[src/rtl/riscv_pkg.sv]
// Shared RV32I pipeline types and encodings.
// Holds writeback selects, ALU codes and the E-stage control bundle.
package riscv_pkg;

  localparam int REG_W = 5;
  localparam int ALU_W = 3;

  localparam logic [1:0] RES_ALU = 2'b00;
  localparam logic [1:0] RES_MEM = 2'b01;
  localparam logic [1:0] RES_PC4 = 2'b10;

  localparam logic [ALU_W-1:0] ALU_ADD = 3'b000;
  localparam logic [ALU_W-1:0] ALU_SUB = 3'b001;
  localparam logic [ALU_W-1:0] ALU_AND = 3'b010;
  localparam logic [ALU_W-1:0] ALU_OR  = 3'b011;
  localparam logic [ALU_W-1:0] ALU_SLT = 3'b101;

  typedef struct packed {
    logic             valid;
    logic             reg_write;
    logic             mem_write;
    logic             branch;
    logic             jump;
    logic             alu_src;
    logic [1:0]       result_src;
    logic [ALU_W-1:0] alu_ctrl;
  } ctrl_e_t;

endpackage

[src/rtl/id_ex_stage_load_use_detect.sv]
// Load-use hazard detector: a load in E whose rd feeds a D source.
// In: valid_e, result_src_e, rd_e, valid_d, rs1_d, rs2_d. Out: lu.
module load_use_detect
  import riscv_pkg::*;
(
  input  logic             valid_e,
  input  logic [1:0]       result_src_e,
  input  logic [REG_W-1:0] rd_e,
  input  logic             valid_d,
  input  logic [REG_W-1:0] rs1_d,
  input  logic [REG_W-1:0] rs2_d,
  output logic             lu
);

  logic load_e;
  logic dep;

  always_comb begin
    load_e = valid_e & (result_src_e == RES_MEM) & (rd_e != '0);
    dep    = (rd_e == rs1_d) | (rd_e == rs2_d);
    lu     = load_e & valid_d & dep;
  end

endmodule

[src/rtl/id_ex_stage.sv]
// ID/EX pipeline register with load-use bubbles, flushes and perf counters.
// In: D-stage control/operands, flush_e. Out: E-stage copies, stall_d, counters.
module id_ex_stage
  import riscv_pkg::*;
#(
  parameter int XLEN  = 32,
  parameter int CNT_W = 16
) (
  input  logic             clk,
  input  logic             rst_n,
  input  logic             valid_d,
  input  logic             reg_write_d,
  input  logic             mem_write_d,
  input  logic             branch_d,
  input  logic             jump_d,
  input  logic             alu_src_d,
  input  logic [1:0]       result_src_d,
  input  logic [ALU_W-1:0] alu_ctrl_d,
  input  logic [XLEN-1:0]  rd1_d,
  input  logic [XLEN-1:0]  rd2_d,
  input  logic [XLEN-1:0]  pc_d,
  input  logic [XLEN-1:0]  pc_plus4_d,
  input  logic [XLEN-1:0]  imm_ext_d,
  input  logic [REG_W-1:0] rs1_d,
  input  logic [REG_W-1:0] rs2_d,
  input  logic [REG_W-1:0] rd_d,
  input  logic             flush_e,
  output logic             valid_e,
  output logic             reg_write_e,
  output logic             mem_write_e,
  output logic             branch_e,
  output logic             jump_e,
  output logic             alu_src_e,
  output logic [1:0]       result_src_e,
  output logic [ALU_W-1:0] alu_ctrl_e,
  output logic [REG_W-1:0] rs1_e,
  output logic [REG_W-1:0] rs2_e,
  output logic [REG_W-1:0] rd_e,
  output logic [XLEN-1:0]  rd1_e,
  output logic [XLEN-1:0]  rd2_e,
  output logic [XLEN-1:0]  pc_e,
  output logic [XLEN-1:0]  pc_plus4_e,
  output logic [XLEN-1:0]  imm_ext_e,
  output logic             stall_d,
  output logic [CNT_W-1:0] bubble_cnt,
  output logic [CNT_W-1:0] flush_cnt
);

  typedef struct packed {
    logic [REG_W-1:0] rs1;
    logic [REG_W-1:0] rs2;
    logic [REG_W-1:0] rd;
    logic [XLEN-1:0]  rd1;
    logic [XLEN-1:0]  rd2;
    logic [XLEN-1:0]  pc;
    logic [XLEN-1:0]  pc_plus4;
    logic [XLEN-1:0]  imm_ext;
  } data_e_t;

  localparam logic [CNT_W-1:0] CNT_ONE = CNT_W'(1);
  localparam logic [CNT_W-1:0] CNT_MAX = '1;

  ctrl_e_t          ctrl_q, ctrl_d;
  data_e_t          data_q, data_d;
  logic [CNT_W-1:0] bubble_cnt_q, bubble_cnt_d;
  logic [CNT_W-1:0] flush_cnt_q, flush_cnt_d;
  logic             lu;
  logic             bubble;

  // Fed only from E flops and D inputs, never flush_e.
  load_use_detect u_lud (
    .valid_e      (ctrl_q.valid),
    .result_src_e (ctrl_q.result_src),
    .rd_e         (data_q.rd),
    .valid_d      (valid_d),
    .rs1_d        (rs1_d),
    .rs2_d        (rs2_d),
    .lu           (lu)
  );

  always_comb begin
    bubble = flush_e | lu | ~valid_d;
    ctrl_d = '0;
    data_d = '0;
    if (!bubble) begin
      ctrl_d = '{
        valid:      1'b1,
        reg_write:  reg_write_d,
        mem_write:  mem_write_d,
        branch:     branch_d,
        jump:       jump_d,
        alu_src:    alu_src_d,
        result_src: result_src_d,
        alu_ctrl:   alu_ctrl_d
      };
      data_d = '{
        rs1:      rs1_d,
        rs2:      rs2_d,
        rd:       rd_d,
        rd1:      rd1_d,
        rd2:      rd2_d,
        pc:       pc_d,
        pc_plus4: pc_plus4_d,
        imm_ext:  imm_ext_d
      };
    end
  end

  // A flushed stall is charged to the flush, not the bubble.
  always_comb begin
    bubble_cnt_d = bubble_cnt_q;
    flush_cnt_d  = flush_cnt_q;
    if (lu && !flush_e && bubble_cnt_q != CNT_MAX)
      bubble_cnt_d = bubble_cnt_q + CNT_ONE;
    if (flush_e && valid_d && flush_cnt_q != CNT_MAX)
      flush_cnt_d = flush_cnt_q + CNT_ONE;
  end

  always_ff @(posedge clk) begin
    if (!rst_n) begin
      ctrl_q       <= '0;
      data_q       <= '0;
      bubble_cnt_q <= '0;
      flush_cnt_q  <= '0;
    end else begin
      ctrl_q       <= ctrl_d;
      data_q       <= data_d;
      bubble_cnt_q <= bubble_cnt_d;
      flush_cnt_q  <= flush_cnt_d;
    end
  end

  assign valid_e      = ctrl_q.valid;
  assign reg_write_e  = ctrl_q.reg_write;
  assign mem_write_e  = ctrl_q.mem_write;
  assign branch_e     = ctrl_q.branch;
  assign jump_e       = ctrl_q.jump;
  assign alu_src_e    = ctrl_q.alu_src;
  assign result_src_e = ctrl_q.result_src;
  assign alu_ctrl_e   = ctrl_q.alu_ctrl;
  assign rs1_e        = data_q.rs1;
  assign rs2_e        = data_q.rs2;
  assign rd_e         = data_q.rd;
  assign rd1_e        = data_q.rd1;
  assign rd2_e        = data_q.rd2;
  assign pc_e         = data_q.pc;
  assign pc_plus4_e   = data_q.pc_plus4;
  assign imm_ext_e    = data_q.imm_ext;
  assign stall_d      = lu;
  assign bubble_cnt   = bubble_cnt_q;
  assign flush_cnt    = flush_cnt_q;

endmodule

[config.mk]
export PLATFORM = sky130hd
export DESIGN_NAME = id_ex_stage
export DESIGN_NICKNAME = d
export VERILOG_FILES = /design/src/rtl/riscv_pkg.sv /design/src/rtl/id_ex_stage_load_use_detect.sv /design/src/rtl/id_ex_stage.sv
export SDC_FILE = /design/constraint.sdc
export NUM_CORES = 1
export LEC_CHECK = 0
export BUFFER_PORTS_ARGS = -buffer_cell sky130_fd_sc_hd__buf_2
export CORE_AREA = 10 10 148 150
export CTS_CLUSTER_DIAMETER = 40
export DETAILED_ROUTE_END_ITERATION = 8
export DIE_AREA = 0 0 158 160
export PLACE_DENSITY = 0.72
export SYNTH_ARGS = -nofsm -noshare
export SYNTH_HDL_FRONTEND = slang
export SYNTH_SLANG_ARGS = --single-unit
[constraint.sdc]
create_clock -name clk -period 3 [get_ports clk]
set_input_delay 0.6 -clock clk [delete_from_list [all_inputs] [get_ports clk]]
set_output_delay 0.6 -clock clk [all_outputs]
set_load 0.02 [all_outputs]
Word-level counts from Yosys, hierarchy flattened
Index checks and enable logic that the tools add are counted.
- $add $sub $neg: 2
- equality and inequality tests: 5
- reductions and logical operators: 7
- bitwise gates (word level): 9
- mux-type cells: 1
- operators by type and width (cell ; count):
    16-bit by 1-bit adder with 16-bit output, second input constant ; 2
    16-bit != test, second input constant ; 2
    11-bit two-way mux ; 1
    5-bit == test ; 2
    5-bit nonzero test ; 1
    1-bit bitwise AND ; 4
    1-bit logical AND ; 4
    1-bit bitwise OR ; 3
    2-bit by 1-bit == test with 1-bit output, second input constant ; 1
    1-bit inverter ; 2
    2-bit OR reduction ; 1
    1-bit zero test ; 1
- flip-flop bits (word level): 218
- output and inout port bits: 219

Depth between registers and ports, before layout
Gate-level depths: netlist of the first run.
- word-level depth: 8
- depth in mapped cells: 7

Cells and area by module
A second synthesis of the first run with hierarchy kept.
- cell total of the unflattened synthesis: 606
- area, all modules: 6789.0 um^2
- modules (own cells, without submodules) (module ; area an instance (um^2) ; cells an instance ; instances):
    id_ex_stage ; 6648.9 ; 588 ; 1
    load_use_detect ; 140.1 ; 18 ; 1

Worst setup path before layout of the first run
No wires, ideal clock.
- kind: reg2reg
- start point: register bubble_cnt_q[0] (netlist: bubble_cnt[0])
- end point: register bubble_cnt_q[14] (netlist: bubble_cnt[14])
- period minus slack after synthesis: 2.213 ns
- setup slack: 0.787 ns
- arrival time: 2.096 ns
- stages on the path, launching flop included: 7
- cell sequence: dfxtp_1 > ha_1 > nand2_4 > or2_4 > or4_4 > or4_1 > o211a_1
- cells in the longest elaborated chain, start to end: 2
- elaborated cells on any way between the ends: 3
- those cells by class: 1 x add/sub; 1 x eq/ne; 1 x reduce/logical
- ends and longest elaborated chain (element ; line ; RTL):
    start, declared ; id_ex_stage.sv:65 ; logic [CNT_W-1:0] bubble_cnt_q, bubble_cnt_d;
    start signal, assigned ; id_ex_stage.sv:128 ; bubble_cnt_q <= bubble_cnt_d;
    parallel branches: the longest is 2 deep, another holds 16-bit by 1-bit adder with 16-bit output ; - ;
Several ways; the timed one is not identified.
A chain may end at the register's enable or synchronous reset.

Final worst setup path of the first run
- start point: register data_q (netlist bit rd_e[0])
- end point: output port stall_d
- cells in the longest elaborated chain, start to end: 4
- elaborated cells on any way between the ends: 7
- those cells by class: 2 x eq/ne; 4 x bitwise; 1 x reduce/logical
- ends and longest elaborated chain (element ; line ; RTL):
    start, declared ; id_ex_stage.sv:64 ; data_e_t data_q, data_d;
    start signal, assigned ; id_ex_stage.sv:127 ; data_q <= data_d;
    5-bit nonzero test ; id_ex_stage_load_use_detect.sv:19 ; load_e = valid_e & (result_src_e == RES_MEM) & (rd_e != '0);
    1-bit bitwise AND ; id_ex_stage_load_use_detect.sv:19 ;
    1-bit bitwise AND ; id_ex_stage_load_use_detect.sv:21 ; lu = load_e & valid_d & dep;
    1-bit bitwise AND (*) ; id_ex_stage_load_use_detect.sv:21 ;
    end, declared ; id_ex_stage.sv:44 ; output logic stall_d,
Every way passes the cells marked *; elsewhere a longest branch is shown, timed or not.

==> results_dict.tcl, run 1 <==
set metrics [dict create \
    worst-path-stages 6 \
    slowest_stage "dfxtp_1" \
    startpoint "rd_e[0]" \
    cp_max_fo 9 \
    synth_area_leader_cell "dfxtp_1" \
    cap_violations 0 \
    syn_area_mm2 0.006812 \
    clk_path_buf_depth 3 \
    place.gp.congestion 0.8600 \
    cp_slowest_stage_delay_ns 0.43 \
    syn_inst 608 \
    synth_top_cell_area_share_pct 64.07 \
    synth-edff-count 0 \
    power.density_mw_per_mm2 687.0 \
    drive_above_1_share_pct 45.83 \
    arrival_ns 1.99 \
    h-tree-depth 1 \
    die_h_um 160 \
    dp_hpwl_um 19120 \
    worstHoldPathCells 2 \
    wl_per_cell_um 18.46 \
    required_ns 2.40 \
    grt_pass1_vias 6052 \
    slew_viol_final 0 \
    cts_sinks 218 \
    worstRegToRegCells 6 \
    ff2ff_setup_slack_ns 0.80 \
    grt_pass1_wl_um 35360 \
    nFillCells 1719 \
    cts_tree "built" \
    slew_headroom_pct 42.75 \
    syn-num-nets 799 \
    synth.distinct_cells 47 \
    clock_skew_ns 0.01198 \
    portBuffers 407 \
    routed_wl_um 23910 \
    avgSynthCellArea_um2 11.20 \
    setup_violations 0 \
    final_nets 1222 \
    initial_core_util_pct 35.70 \
    cpLargestDelayFamily "flip-flops" \
    finalCritPeriodShare_pct 86.39 \
    async_flop_share_pct 0 \
    final-hold-violation-count 0 \
    finalCriticalPeriod_ns 2.592 \
    p_leak_nw 5.073 \
    coreArea_mm2 0.01908 \
    r2r_start "bubble_cnt[0]" \
    r2r-end "bubble_cnt[14]" \
    synth_top_cells_by_area "dfxtp_1 64%, and2_1 17%, xnor2_1 2.3%, clkbuf_1 1.3%, nor2_1 1.2%" \
    rows 51 \
    end_kind "output port" \
    via_count 5768 \
    cts_resized 0 \
    ys_seq_area_share_pct 64.07 \
    root_buffer "clkbuf_16" \
    start_kind "flop" \
    outcome "completed" \
    worstSetupEndpoint "stall_d" \
    clk_pin_slew_worst_paths_ns 0.06 \
    die_w_um 158 \
    overflow 0 \
    ant_nets 0 \
    final_core_util_pct 53.50 \
    ir_drop_mv 0.4877 \
    ys_seq_elements 218 \
    final_common_cell "buf_2" \
    fin_tns_setup_ns 0 \
    grt_max_degree 54 \
    fmax_mhz 385.9 \
    numCtsBuffers 31 \
    cts_post_setup_buffers_inserted 0 \
    drtPass1Iterations 4 \
    synth-main-ff-cell "dfxtp_1" \
    cts_hold_buf 0 \
    via_per_inst 4.454 \
    io_pins 408 \
    drt_iter0_drc 168 \
    hold_class "in2reg" \
    track_usage_pct 18.05 \
    drc 0 \
    tightest_slew_ns 0.8578 \
    antenna_found_initial 8 \
    rsz0062_at_grt "no" \
    syn_to_final_growth_pct 49.85 \
    crit_path_cell_trace "xnor2_1, nand3_1, o32ai_2, buf_4, and2_1, buf_2" \
    ys_warn_count 0 \
    clk_latency_ns 0.52 \
    final_cell_mix "407 x buf_2, 218 x dfxtp_1, 186 x and2_1" \
    die-area_mm2 0.02528 \
    cp_num_buf_inv 2 \
    criticalPathCategory "reg2out" \
]
## cell families (layout without fill, tap and decap cells)
family                   count (synthesis)  in the layout  synth area share [%]
AND/OR/NAND/NOR                        283            283                 25.31
buffers and inverters                   35            481                 2.241
XOR/XNOR                                21             21                 2.700
other                                    0              3                     0
adder cells (fa/ha/maj)                  2              2                0.3673
AO/OA/AOI/OAI                           49             49                 5.309
flip-flops                             218            218                 64.07
## state kept, by name (all words and copies together) (netlist names), 16 cells and up
signal and cells:
bubble_cnt 16, rd1_e 32, pc_plus4_e 32, rd2_e 32, pc_e 32, flush_cnt 16, imm_ext_e 32
## power by group
group          leakage, nW  internal (W)  total (W)  switching, W
Clock                0.515       0.00232    0.00362       0.00131
Combinational         2.79      0.000185   0.000402      0.000217
Sequential            1.77       0.00297    0.00299     0.0000215
Total                 5.07       0.00547    0.00701       0.00154
## worst min-delay path by stage
stage / slack, ns / startpoint / endpoint
3_5_place_dp: 0.50 / bubble_cnt[10] / bubble_cnt[10]
6_report: 0.26 / rd2_d[8] / rd2_e[8]
5_1_grt: 0.25 / pc_plus4_d[18] / pc_plus4_e[18]
3_3_place_gp: 0.49 / bubble_cnt[10] / bubble_cnt[10]
2_1_floorplan: 0.55 / bubble_cnt[10] / bubble_cnt[10]
4_1_cts: 0.24 / imm_ext_d[20] / imm_ext_e[20]
## metrics by stage
step	cells	total power, W	hold WS, ns	worst slack [ns]	cell area (um2)
3_3_place_gp	1236	0.003449	0.4917	0.6200	9144
5_1_grt	1294	0.007287	0.2481	0.2635	10200
2_1_floorplan	608	0.003229	0.5540	0.7875	6812
4_1_cts	1292	0.007106	0.2418	0.3745	10200
6_report	1295	0.007013	0.2649	0.4084	10210
3_5_place_dp	1236	0.003456	0.4964	0.5980	9144
## synthesized netlist by cell type (3+ instances only)
master    count
o31ai_1       4
o41ai_1       9
or3_1         5
nand3_1      15
clkbuf_1     24
nand4b_1      5
a21oi_1      14
o21ai_0       6
o311ai_0      3
inv_1         8
xnor2_1      18
nand2b_1      4
or4_1         5
nand4_1       7
dfxtp_1     218
and2_1      186
nor3_1        8
nor2_1       21
nand2_1      11
xor2_1        3
## metal layers
metal	share of wire [%]	GRT usage, %
met1	35	18.60
met2	51	31.91
met3	11	7.951
met4	2.3	5.771
met5	0.22	0
## layout make-up
type                    count  area, um2  area share, %
clock buffers              36      824.5          8.078
well taps                 238      297.8          2.917
inverters                   8      30.03         0.2942
repair buffers            417       2150          21.06
clock inverters            20      231.5          2.268
multi-input cells         355       2302          22.55
flip-flops and latches    218       4364          42.76
diodes                      3      7.507        0.07355
Note: power is estimated with default switching activity, not from simulation.
==> run 2: changes to the inputs <==
Settings changed: RECOVER_POWER set to 100.
==> run 2 against run 1 <==
Against the previous run:
- clock power barely moved
- maximum frequency fell by 4.6%
- critical path depth decreased by 1
- worst hold slack worse by 0.00051 ns
- via count fell by 0.50%
- global-route usage unchanged
- wire length down 0.19%
==> results_dict.tcl, run 2 (synthesized netlist as in run 1, its figures left out) <==
set metrics [dict create \
    ant_nets 0 \
    clk_latency_ns 0.53 \
    grt_max_degree 54 \
    cts_hold_buf 0 \
    rows 51 \
    cts_post_setup_buffers_inserted 0 \
    end_kind "output port" \
    clk_pin_slew_worst_paths_ns 0.06 \
    via_per_inst 4.432 \
    root_buffer "clkbuf_16" \
    use_met2_pct 31.91 \
    arrival_ns 2.12 \
    grt_pass1_vias 6052 \
    cp_max_fo 4 \
    final-hold-violation-count 0 \
    clock_skew_ns 0.01023 \
    busiest_layer "met2" \
    final_cell_mix "225 x clkbuf_1, 218 x dfxtp_1, 189 x buf_2" \
    p_leak_nw 4.065 \
    dpl_cell_area_mm2 0.009144 \
    setup_violations 0 \
    slew_headroom_pct 42.29 \
    drtPass1Iterations 4 \
    die_h_um 160 \
    tightest_slew_ns 0.8577 \
    initial_core_util_pct 35.70 \
    finalCritPeriodShare_pct 90.56 \
    final_core_util_pct 51.89 \
    numCtsBuffers 31 \
    met1_usage_pct 18.60 \
    grt_pass1_wl_um 35360 \
    final_nets 1222 \
    grt_use_met3_pct 7.951 \
    cts_tree "built" \
    hold_class "in2reg" \
    via_count 5739 \
    finalCriticalPeriod_ns 2.717 \
    die-area_mm2 0.02528 \
    final_common_cell "clkbuf_1" \
    required_ns 2.40 \
    fin_area_mm2 0.009899 \
    drt_iter0_drc 192 \
    syn_to_final_growth_pct 45.33 \
    fin_tns_setup_ns 0 \
    drc 0 \
    criticalPathCategory "reg2out" \
    portBuffers 407 \
    start_kind "flop" \
    io_pins 408 \
    fmax_mhz 368.1 \
    fin_hold_ws_ns 0.2644 \
    totalPowerFinal_w 0.006994 \
    track_usage_pct 18.05 \
    cts_sinks 218 \
    dp_hpwl_um 19120 \
    die_w_um 158 \
    cap_violations 0 \
    antenna_found_initial 8 \
    place.gp.congestion 0.8600 \
    drive_above_1_share_pct 24.29 \
    rsz0062_at_grt "no" \
    slew_viol_final 0 \
    coreArea_mm2 0.01908 \
    ir_drop_mv 0.4785 \
    clk_path_buf_depth 3 \
    outcome "completed" \
    wl_per_cell_um 18.43 \
    routed_wl_um 23870 \
    overflow 0 \
    h-tree-depth 1 \
    cts_resized 0 \
    power.density_mw_per_mm2 706.5 \
]
## run 2: changes by cell type in the layout (fill, tap and decap cells not counted), sizes merged
cell | before | now
buf | 417 | 194
clkbuf | 36 | 259
## run 2: worst max-delay path, stage by stage (launching register included)
cell	delay, ns
dfxtp_1	0.36
nor4_1	0.45
and2_0	0.30
nor2_1	0.12
and2_0	0.19
buf_2	0.16
## run 2: worst paths after layout
check,startpoint,to,slack [ns],cells after the start
max,rd_e[0],stall_d,0.28,5
max reg2reg,rd_e[0],jump_e,0.53,6
min reg2reg,bubble_cnt[10],bubble_cnt[10],0.50,2
min,rd2_d[8],rd2_e[8],0.26,2
## run 2: power by group
part           switching [W]  leakage, nW  internal [W]
Sequential         0.0000232         1.77       0.00297
Combinational       0.000217         1.78      0.000160
Clock                0.00131        0.515       0.00232
## run 2: metal layers
layer | part of all wire (%) | vias up
met3 | 11 | 48
met1 | 35 | 2590
met2 | 51 | 234
met5 | 0.19 | -
li1 | - | 2861
met4 | 2.3 | 6
## run 2: area by class of cell
cell class | instances | area, um2
clock buffers | 36 | 824.5
fillers | 1840 | 9180
well taps | 238 | 297.8
repair buffers | 417 | 1858
clock inverters | 20 | 231.5
flip-flops and latches | 218 | 4364
inverters | 8 | 30.03
multi-input cells | 355 | 2286
diodes | 3 | 7.507
## run 2: through the flow
stage | worst slack (ns) | cells
3_5_place_dp | 0.5980 | 1236
2_1_floorplan | 0.7875 | 608
6_report | 0.2832 | 1295
5_1_grt | 0.1493 | 1294
4_1_cts | 0.3745 | 1292
3_3_place_gp | 0.6200 | 1236
